<file path="config.mk">
export PLATFORM = sky130hd
export DESIGN_NAME = pc_sequencer
export DESIGN_NICKNAME = d
export VERILOG_FILES = /design/src/rtl/mips_pkg.sv /design/src/rtl/pc_target_calc.sv /design/src/rtl/pc_sequencer.sv
export SDC_FILE = /design/constraint.sdc
export NUM_CORES = 1
export LEC_CHECK = 0
export CORE_MARGIN = 2
export CORE_UTILIZATION = 40
export CTS_CLUSTER_SIZE = 20
export DETAILED_ROUTE_END_ITERATION = 10
export PLACE_DENSITY = 0.82
export SYNTH_ARGS = -nofsm -noshare
export SYNTH_HDL_FRONTEND = slang
export SYNTH_SLANG_ARGS = --single-unit
export TNS_END_PERCENT = 10
</file>
<file path="constraint.sdc">
create_clock -name Clk -period 3.5 [get_ports Clk]
set_input_delay 0.35 -clock Clk [delete_from_list [all_inputs] [get_ports Clk]]
set_output_delay 0.35 -clock Clk [all_outputs]
set_load 0.03 [all_outputs]
</file>
<file path="src/rtl/mips_pkg.sv">
// Shared definitions for the MIPS fetch path: sequencer states and PC constants.
package mips_pkg;

    typedef enum logic [1:0] {
        ST_BOOT    = 2'd0,
        ST_RUN     = 2'd1,
        ST_PENDING = 2'd2
    } seq_state_e;

    localparam logic [31:0] PC_STEP          = 32'd4;
    localparam logic [31:0] DEFAULT_RESET_PC = 32'h0000_0000;
    localparam int          WORD_SHIFT       = 2;

endpackage

</file>
<file path="src/rtl/pc_target_calc.sv">
// Redirect target selection (Jr > Jump > Branch), target arithmetic and JR alignment check.
module pc_target_calc
    import mips_pkg::*;
(
    input  logic        branch_valid_i,
    input  logic        branch_taken_i,
    input  logic        jump_valid_i,
    input  logic        jr_valid_i,
    input  logic [31:0] pc_plus4_id_i,
    input  logic [31:0] imm_ext_id_i,
    input  logic [25:0] jump_index_i,
    input  logic [31:0] jr_target_i,
    output logic [31:0] target_o,
    output logic        req_o,
    output logic        misalign_o
);

    always_comb begin
        target_o   = '0;
        req_o      = 1'b0;
        misalign_o = 1'b0;
        if (jr_valid_i) begin
            target_o   = {jr_target_i[31:2], 2'b00};
            req_o      = 1'b1;
            misalign_o = |jr_target_i[1:0];
        end else if (jump_valid_i) begin
            target_o = {pc_plus4_id_i[31:28], jump_index_i, 2'b00};
            req_o    = 1'b1;
        end else if (branch_valid_i && branch_taken_i) begin
            // Offset is in words; the add wraps modulo 2^32.
            target_o = pc_plus4_id_i + (imm_ext_id_i << WORD_SHIFT);
            req_o    = 1'b1;
        end
    end

endmodule

</file>
<file path="src/rtl/pc_sequencer.sv">
// Fetch-PC controller: sequential fetch, redirects, stalls and IF/ID flush.
// Optional macro BRANCH_DELAY_SLOT_EN keeps the delay-slot instruction (FlushIFID tied 0).
module pc_sequencer
    import mips_pkg::*;
#(
    parameter logic [31:0] RESET_PC = DEFAULT_RESET_PC,
    parameter int          CNT_W    = 16
) (
    input  logic             Clk,
    input  logic             Reset,
    input  logic             Stall,
    input  logic             BranchValid,
    input  logic             BranchTaken,
    input  logic             JumpValid,
    input  logic             JrValid,
    input  logic [31:0]      PCPlus4ID,
    input  logic [31:0]      ImmExtID,
    input  logic [25:0]      JumpIndex,
    input  logic [31:0]      JrTarget,
    output logic [31:0]      PC,
    output logic [31:0]      PCPlus4,
    output logic             FetchValid,
    output logic             FlushIFID,
    output logic             AlignErr,
    output logic [CNT_W-1:0] RedirectCount,
    output logic [1:0]       DbgState
);

    seq_state_e       state_q, state_d;
    logic [31:0]      pc_q, pc_d;
    logic [31:0]      pend_q, pend_d;
    logic             align_q, align_d;
    logic [CNT_W-1:0] cnt_q, cnt_d;

    logic [31:0]      target;
    logic             req;
    logic             misalign;
    logic             redirect_apply;

    pc_target_calc u_target_calc (
        .branch_valid_i (BranchValid),
        .branch_taken_i (BranchTaken),
        .jump_valid_i   (JumpValid),
        .jr_valid_i     (JrValid),
        .pc_plus4_id_i  (PCPlus4ID),
        .imm_ext_id_i   (ImmExtID),
        .jump_index_i   (JumpIndex),
        .jr_target_i    (JrTarget),
        .target_o       (target),
        .req_o          (req),
        .misalign_o     (misalign)
    );

    always_ff @(posedge Clk or posedge Reset) begin
        if (Reset) begin
            state_q <= ST_BOOT;
            pc_q    <= RESET_PC;
            pend_q  <= '0;
            align_q <= 1'b0;
            cnt_q   <= '0;
        end else begin
            state_q <= state_d;
            pc_q    <= pc_d;
            pend_q  <= pend_d;
            align_q <= align_d;
            cnt_q   <= cnt_d;
        end
    end

    always_comb begin
        state_d        = state_q;
        pc_d           = pc_q;
        pend_d         = pend_q;
        align_d        = align_q;
        cnt_d          = cnt_q;
        redirect_apply = 1'b0;
        unique case (state_q)
            ST_BOOT: begin
                state_d = ST_RUN;
            end
            ST_RUN: begin
                if (req) begin
                    if (misalign) begin
                        align_d = 1'b1;
                    end
                    // A redirect during a stall is parked, never dropped.
                    if (Stall) begin
                        pend_d  = target;
                        state_d = ST_PENDING;
                    end else begin
                        pc_d           = target;
                        redirect_apply = 1'b1;
                    end
                end else if (!Stall) begin
                    pc_d = pc_q + PC_STEP;
                end
            end
            ST_PENDING: begin
                if (!Stall) begin
                    pc_d           = pend_q;
                    redirect_apply = 1'b1;
                    state_d        = ST_RUN;
                end
            end
            default: begin
                state_d = ST_BOOT;
            end
        endcase
        if (redirect_apply && (cnt_q != {CNT_W{1'b1}})) begin
            cnt_d = cnt_q + CNT_W'(1);
        end
    end

    assign PC            = pc_q;
    assign PCPlus4       = pc_q + PC_STEP;
    assign FetchValid    = (state_q != ST_BOOT);
    assign AlignErr      = align_q;
    assign RedirectCount = cnt_q;
    assign DbgState      = state_q;

`ifdef BRANCH_DELAY_SLOT_EN
    assign FlushIFID = 1'b0;
`else
    assign FlushIFID = redirect_apply && !Reset;
`endif

endmodule

</file>
==> impl_metrics.toml <==
[run_status]
outcome = "finished, final reports clean"

[logic_synthesis]
post_synth_instance_area_um2 = 6426
syn_nets = 971
ys_dominant_reg_cell = "sky130_fd_sc_hd__dfrtp_1"
synth.distinct_cells = 72
synth_sequential_area_ratio = 0.3232
synth_top_area_share = 0.3232
synth.largest_area_cell = "sky130_fd_sc_hd__dfrtp_1"
yosys_register_bits = 83
yosysWarnings = 0
synthMostInstantiatedCell = "sky130_fd_sc_hd__nand2_1"
netlist_instances = 807
netlist_top_cells_area = "sky130_fd_sc_hd__dfrtp_1 32%, sky130_fd_sc_hd__nand2_1 7.1%, sky130_fd_sc_hd__ha_1 6.6%"
synth_top_cells_by_count = "122 x sky130_fd_sc_hd__nand2_1, 83 x sky130_fd_sc_hd__dfrtp_1, 82 x sky130_fd_sc_hd__a21oi_1, 73 x sky130_fd_sc_hd__o21ai_0, 62 x sky130_fd_sc_hd__nor2_1"
synthArstFlopShare = 1.000
post_synth_edffs = 0
postSynthAreaPerCell_um2 = 7.963

[layout]
area_growth_syn_to_layout_pct = 43.24
filler_cell_count = 1407
layout.nets = 1175
fin_area_um2 = 9205
final_layout_size_suffix_gt1_frac = 0.07087

[drt]
drc = 0
via_per_inst = 5.612
drt_wl_total_um = 21480
post_dr_wirelength_cell_um = 17.42
route.vias.total = 6919
detailed_routing_iterations_pass_1 = 5
ant_nets = 0
dr.first_iter.drc_count = 540

[setup_path]
worst_r2r_end = "PC[27]"
timing.critical_path.from_type = "flop"
path_buf_inv = 2
cp_data_required_time_ns = 3.15
r2r-start = "DbgState[0]"
critical_path.max_fanout = 7
criticalPathCategory = "flop to output pin"
biggest_cell_delay_along_the_critical_path_ns = 0.72
kind_of_cell_adding_the_most_delay_to_the_critical_path = "simple AND/OR/NAND/NOR gates"
minimum_setup_slack_among_reg_to_reg_paths_ns = 0.61
end_kind = "output pin"
crit_slowest_cell = "sky130_fd_sc_hd__clkdlybuf4s50_1"
critical_path.cell_chain = "and4_1, nand4_2, nor2_2, nand2_2, buf_4, nor2_1, nand3_1, xnor2_1, clkdlybuf4s50_1"
arrival_ns = 3.01
r2r_cells = 7

[timing]
clock-skew-final_ns = 0.009038
rsz0062_at_grt = "no"
relSlewSlack = 0.1894
final-hold-violation-count = 0
setup_tns_ns = 0
hold-worst-slack_ns = 0.4726
slew_violations = 0
final_setup_violation_count = 0
worst_slew_pin_slew_ns = 1.213
finalCritPeriodShare = 0.9588
max_freq_mhz = 298.0
post-route-worst-setup-slack_ns = 0.1444
final_period_minus_worst_setup_slack_ns = 3.356

[grt]
grt_first_pass_wirelength_um = 34050
antenna_found_initial = 1
number_of_global_route_vias_before_repair = 6618
grt.overflow.total = 0
grt_max_degree = 50
grt_util_all_layers = 0.2535

[placement]
finalWeightedCongestion = 0.9227
count_of_buffers_inserted_at_the_top_level_ports = 211
place_worst_setup_slack_ns = 0.005579
placement.cell_area_um2 = 8826
place.detailed.hpwl_um = 16540

[clock_tree]
cts_max_path_buffers = 2
root_buf_cell = "sky130_fd_sc_hd__clkbuf_16"
insertion_delay_ns = 0.34
cts_hold_repair_buffers = 0
h_tree_lvl_count = 3
cts_sinks = 83
clock_pin_slew_worst_setup_and_hold_paths_ns = 0.06
cts_tree = "built"
cts_buffers = 9

[die]
fp.coreArea_um2 = 15770
ios = 214
fp.dieArea_um2 = 17100
core.rowCount = 46
die_y_um = 130.8
chipWidth_um = 130.8
floorplan.initialDensity = 0.4075

[min_path]
hp-start = "AlignErr"
hold-path-endpoint = "AlignErr"
hold_path_depth = 1
hold_class = "flop to flop"

[pwr]
irDropWorstVdd_uv = 333.1
leakagePower_uw = 0.003933
power_density_nw_per_um2 = 701.0

[job]
drv.max_cap_violation_count = 0
## state kept, by name, indices dropped and copies added, names as in the netlist
register,count
pend_q,32
AlignErr,1
DbgState,2
PC,32
RedirectCount,16
## final cells by class
cell class / instances / area [µm²] / share of cell area
clock buffers: 10 / 229.0 / 0.02487
inverters: 26 / 98.84 / 0.01074
clock inverters: 6 / 137.6 / 0.01495
diodes: 1 / 2.502 / 0.0002718
flip-flops and latches: 83 / 2077 / 0.2256
repair buffers: 238 / 2322 / 0.2523
well taps: 216 / 270.3 / 0.02936
multi-input cells: 653 / 4068 / 0.4419
## cells by family after synthesis
group,count (synthesis),synth area share
AOI/OAI and AO/OA,267,0.2632
xor gates and xnor gates,67,0.09132
adders and majority gates,35,0.06932
buffers and inverters,71,0.04381
DFF,83,0.3232
muxes,5,0.008372
and+or+nand+nor,279,0.2007
## per-layer routing
layer / GRT usage / wire [µm]
met5: 0 / 0
met2: 0.4139 / 10290
met3: 0.04357 / 1709
met4: 0.08949 / 568
met1: 0.3409 / 8908
## how the worst max path moves through the flow
stage | startpoint | slack, ns | to | depth (start not counted)
after floorplan | Reset | 0.58 | FlushIFID | 2
after global placement | PCPlus4ID[2] | 0.07 | pend_q[22] | 15
after detailed placement | ImmExtID[0] | 0.006 | pend_q[22] | 15
after CTS | PC[2] | 0.006 | PCPlus4[30] | 8
after global routing | PC[2] | 0.006 | PCPlus4[29] | 9
final | PC[2] | 0.14 | PCPlus4[29] | 9
## report_power, final
group | switching (µW) | internal (µW) | total [µW]
clock network | 392 | 772 | 1160
registers | 384 | 1340 | 1720
logic | 2130 | 1440 | 3570
## metrics by stage
stage / utilization / instances / total power (µW)
global route: 0.5837 / 1233 / 6814
finish: 0.5837 / 1233 / 6452
floorplan: - / 807 / 3804
global placement: 0.5597 / 1216 / 5182
CTS: 0.5829 / 1232 / 6444
detailed placement: 0.5597 / 1216 / 5266
## placed cells by master (no fill, tap or decap), drive strengths merged, types with 3 or more instances in the layout
cell	n
a211oi	10
a21o	12
a21oi	84
a221o	4
a221oi	11
a222oi	3
a22o	4
a22oi	5
a31oi	11
and2	4
and3	16
and4	4
buf	28
bufinv	4
clkbuf	10
clkdlybuf4s50	206
clkinv	4
dfrtp	83
dlymetal6s2s	4
ha	34
inv	24
mux2	3
nand2	123
nand2b	4
nand3	28
nand4	10
nor2	63
nor2b	4
nor3	6
o211ai	5
o21ai	82
o21bai	5
o221ai	3
o22ai	7
o31ai	4
o32ai	3
or2	5
or3	5
xnor2	43
xor2	24
## what timing repair did
item / 4_1_cts / 5_1_grt
endpoints found under the setup margin: 0 / 4
buffers inserted: 0 / 0
resized for setup: 0 / 4
No activity file was read; power rests on OpenSTA's default activity.
==> edit 1, RTL diff (same flow settings) <==
Change the parameter `CNT_W` from 16 to 32.
--- a/src/rtl/pc_sequencer.sv
+++ b/src/rtl/pc_sequencer.sv
@@ -4,7 +4,7 @@
     import mips_pkg::*;
 #(
     parameter logic [31:0] RESET_PC = DEFAULT_RESET_PC,
-    parameter int          CNT_W    = 16
+    parameter int          CNT_W    = 32
 ) (
     input  logic             Clk,
     input  logic             Reset,
Ports: changed (resized RedirectCount); port bits go from 214 to 230. No check against the original RTL was run, so the function may have changed too.
==> edit 1 against the original RTL <==
Wire length increased by 7.9%. Power is 2.2% higher. Synthesized area increased by 12%. Setup slack got worse by 0.018 ns. Global-route usage fell by 0.70 points. Sequential cell count is 16 higher. Design area rose by 9.3%. Combinational power increased by 2%.
==> edit 1: results (changes against the original RTL) <==
metric	value	unit	change
status	finished clean		
Final GP Congestion	0.888		-3.7%
Area contributors post-synth	dfrtp_1 (35%), nand2_1 (6.3%), xnor2_1 (6.2%), ha_1 (5.9%), a21oi_1 (5.2%)		
R2R Path End	RedirectCount[16]		
Setup Skew	0.00691	ns	-0.00213 ns
reg2reg start	DbgState[1]		
Power Clock	0.00104	W	-10%
Leak Pwr	4.23	nW	+7.5%
GR Util met2	42.8	%	+1.4 points
Seq cells	99		+19%
Commonest cells post-synth	nand2_1 (121), dfrtp_1 (99), a21oi_1 (74)		
pre-CTS setup slack	0.0676	ns	+0.0620 ns
met3 Use GR	4.31	%	-0.044 points
inverter count	24		-7.7%
CP startpoint	PC[3]		
met1 usage	31.6	%	-2.5 points
data arrival time at the worst-slack endpoint	3.02	ns	about the same
diodes inserted	0		-1
worst hold margin	0.472	ns	-0.000336 ns
metal3 WL	1850	µm	+8.1%
post-DP HPWL	18400	µm	+11%
Critical Path Sink	PCPlus4[24]		
pin count of the biggest net entering global routing	66		+32%
Routed met1 length	9730	µm	+9.3%
number of global-route vias before repair	7164		+8.3%
initial antenna violation count	0		-1
#MultiIn Comb	696		+6.6%
ClkCell Share	3.08	%	-0.90 points
Fill cells	1560		+11%
Seq area share	24.6	%	+2.1 points
drt wl/cell	17.7	µm	+1.4%
CP Max Fanout	6		-1
VDD IR max	342	µV	+2.8%
==> edit 1: cell count changes after synthesis, sizes merged, moves of 5 or more <==
cell / delta
dfrtp: +16
nand4: +11
o21a: +11
a21oi: -9
xnor2: +8
o21ai: +6
or3: +6
xor2: +6
a221oi: -5
clkbuf: +5
==> edit 1: logic make-up (layout without fill, tap and decap cells) <==
logic type               count (synthesis)  after routing  share of synthesized area (%)
AND/OR/NAND/NOR                        300            300                           20.0
AO/OA/AOI/OAI                          272            272                           24.3
flip-flops                              99             99                           34.6
XOR/XNOR                                81             81                           9.90
buffers and inverters                   70            293                           3.81
adder cells (fa/ha/maj)                 35             35                           6.22
multiplexers                             8              8                           1.20
==> edit 1: metrics by stage <==
step                cells  total power, W  cell area (µm²)
floorplan             865         0.00407             7170
global placement     1297         0.00548             9730
detailed placement   1297         0.00557             9730
CTS                  1313         0.00662            10000
global route         1313         0.00697            10100
finish               1313         0.00659            10100
==> edit 2, RTL diff (same settings) <==
Made on the original files. Register the input `JrTarget` before use, without a reset. The logic sees it one clock later. The other inputs are not delayed to match.
--- a/src/rtl/pc_sequencer.sv
+++ b/src/rtl/pc_sequencer.sv
@@ -26,6 +26,12 @@
     output logic [1:0]       DbgState
 );
 
+    logic [31:0] JrTarget_q;
+
+    always_ff @(posedge Clk) begin
+        JrTarget_q <= JrTarget;
+    end
+
     seq_state_e       state_q, state_d;
     logic [31:0]      pc_q, pc_d;
     logic [31:0]      pend_q, pend_d;
@@ -45,7 +51,7 @@
         .pc_plus4_id_i  (PCPlus4ID),
         .imm_ext_id_i   (ImmExtID),
         .jump_index_i   (JumpIndex),
-        .jr_target_i    (JrTarget),
+        .jr_target_i    (JrTarget_q),
         .target_o       (target),
         .req_o          (req),
         .misalign_o     (misalign)
Function: changed (a bounded check fails within 4 cycles, from zero or initial values and one cycle with Reset high).
==> edit 2 against the original RTL <==
Wire length rose by 6.9%. Hold slack got worse by 0.10 ns. Count of clock-buffer cells in the layout rose by 7. Clock skew fell by 0.0018 ns. Synthesized area rose by 12%. Power rose by 16%. Setup slack improved by 0.0077 ns. Critical endpoint is now PCPlus4[27]. Synthesized cell count rose by 5.5%. Design area rose by 10%. Non-clock buffer count fell by 6. Sequential cell count rose by 32. Clock power rose by 53%.
==> edit 2: results (changes against the original RTL) <==
metric	value	unit	change
status	finished clean		
VDD IR max	511	µV	+54%
Tmin final	3.35	ns	-0.00775 ns
initial antenna violation count	0		-1
share of the synthesized area in the top cell type	28.9	%	-3.4 points
Post-Place Cells	1266		+4.1%
Setup Skew	0.00723	ns	-0.00180 ns
Area contributors post-synth	dfrtp_1 (29%), dfxtp_1 (8.9%), nand2_1 (6.4%), ha_1 (5.9%), o21ai_0 (5.8%)		
DR iter-0 viols	564		+4.4%
CP peak stage delay	0.75	ns	+0.03 ns
total number of vias	7214		+4.3%
first-pass GRT wire length	36300	µm	+6.5%
Vias per Instance	5.56		-0.96%
fraction of layout cells with a size suffix above 1	7.11	%	+0.023 points
clk buf depth	2		unchanged
Worst-path clk slew	0.06	ns	about the same
Final GP Congestion	0.882		-4.4%
CP Max Fanout	7		unchanged
asr flop ratio synth	72.2	%	-28 points
number of global-route vias before repair	6819		+3.0%
Detailed Route WL	23000	µm	+6.9%
Net Count, Synth	1015		+4.5%
register area share after synthesis	37.8	%	+5.5 points
Mapped Avg Cell Area	8.45	µm²	+6.1%
pin count of the biggest net entering global routing	43		-14%
Min-Delay Path Class	in -> reg		
Max-slew headroom	55.9	%	+37 points
data arrival time at the worst-slack endpoint	3.00	ns	about the same
pre-CTS setup slack	-0.0238	ns	-0.0294 ns
Synth cell types	72		unchanged
worst skew pair latency	0.42	ns	+0.08 ns
Final nets	1220		+3.8%
Tot GR Track Use	23.6	%	-1.8 points
diodes inserted	0		-1
flop-to-flop setup slack	0.81	ns	+0.20 ns
Commonest cells post-synth	nand2_1 (122), dfrtp_1 (83), o21ai_0 (83)		
postcts setup bufs	0		unchanged
htree depth	4		+1
worst hold margin	0.369	ns	-0.104 ns
Fill cells	1543		+9.7%
Leak Pwr	4.28	nW	+8.9%
CTS Buf Count	17		+8
-- edit 2: changes by cell type after synthesis, moves of 5 or more --
cell	unedited run	this run
nand4_1	9	14
inv_1	24	18
nor2_1	62	49
dfxtp_1	0	32
o21ai_0	73	83
a21o_1	12	19
nand2b_1	4	9
-- edit 2: final cells by class --
cell class / instances / share of cell area, %
Clock buffer: 17 / 4.19
Clock inverter: 15 / 1.81
Inverter: 18 / 0.677
Multi-Input combinational cell: 672 / 41.4
Sequential cell: 115 / 26.7
Tap cell: 229 / 2.82
Timing Repair Buffer: 232 / 22.4
-- edit 2: stage by stage --
| step | TNS (ns) | cell area (µm²) |
|---|---|---|
| after detailed placement | -0.0238 | 9550 |
| final | 0 | 10200 |
| after CTS | 0 | 10200 |
| after global routing | 0 | 10200 |
| after global placement | 0 | 9550 |
| after floorplan | 0 | 7190 |
-- edit 2: where the power goes --
part	leakage (nW)	total (W)	switching [W]	internal [W]
combinational	2.70	0.00354	0.00209	0.00145
sequential	1.31	0.00213	0.000409	0.00172
clock	0.278	0.00178	0.000660	0.00112
-- edit 2: logic make-up after synthesis --
| logic type | count (synthesis) | share of synthesized area, % |
|---|---|---|
| and+or+nand+nor | 281 | 18.6 |
| AOI/OAI and AO/OA | 280 | 24.2 |
| DFF | 115 | 37.8 |
| xor gates and xnor gates | 69 | 8.41 |
| buffers and inverters | 64 | 3.73 |
| adders and majority gates | 35 | 6.20 |
| muxes | 7 | 1.03 |
-- edit 2: final timing paths --
path	startpoint	end	cells past startpoint
max in group asynchronous	Reset	pend_q[7]	4
max	PC[4]	PCPlus4[27]	7
min reg2reg	AlignErr	AlignErr	1
min in group asynchronous	Reset	AlignErr	3
max reg2reg	DbgState[0]	PC[30]	7
min	JrTarget[22]	JrTarget_q[22]	1
-- edit 2: what timing repair did --
action | CTS | global route
setup endpoints to repair | 1 | 2
resized for setup | 1 | 2
cloned | 0 | 0
-- edit 2: per-layer routing --
metal  global-route usage, %  wire length (µm)
met5                       0                 0
met4                    7.20               468
met3                    4.78              1720
met2                    37.7             10700
met1                    32.5             10100
-- edit 2: critical path: cells and delay by family, from the launching register on --
kind                      cells  cell delay [ns]
and+or+nand+nor               5             1.12
buffers and inverters         1             0.75
DFF                           1             0.47
xor gates and xnor gates      1             0.24
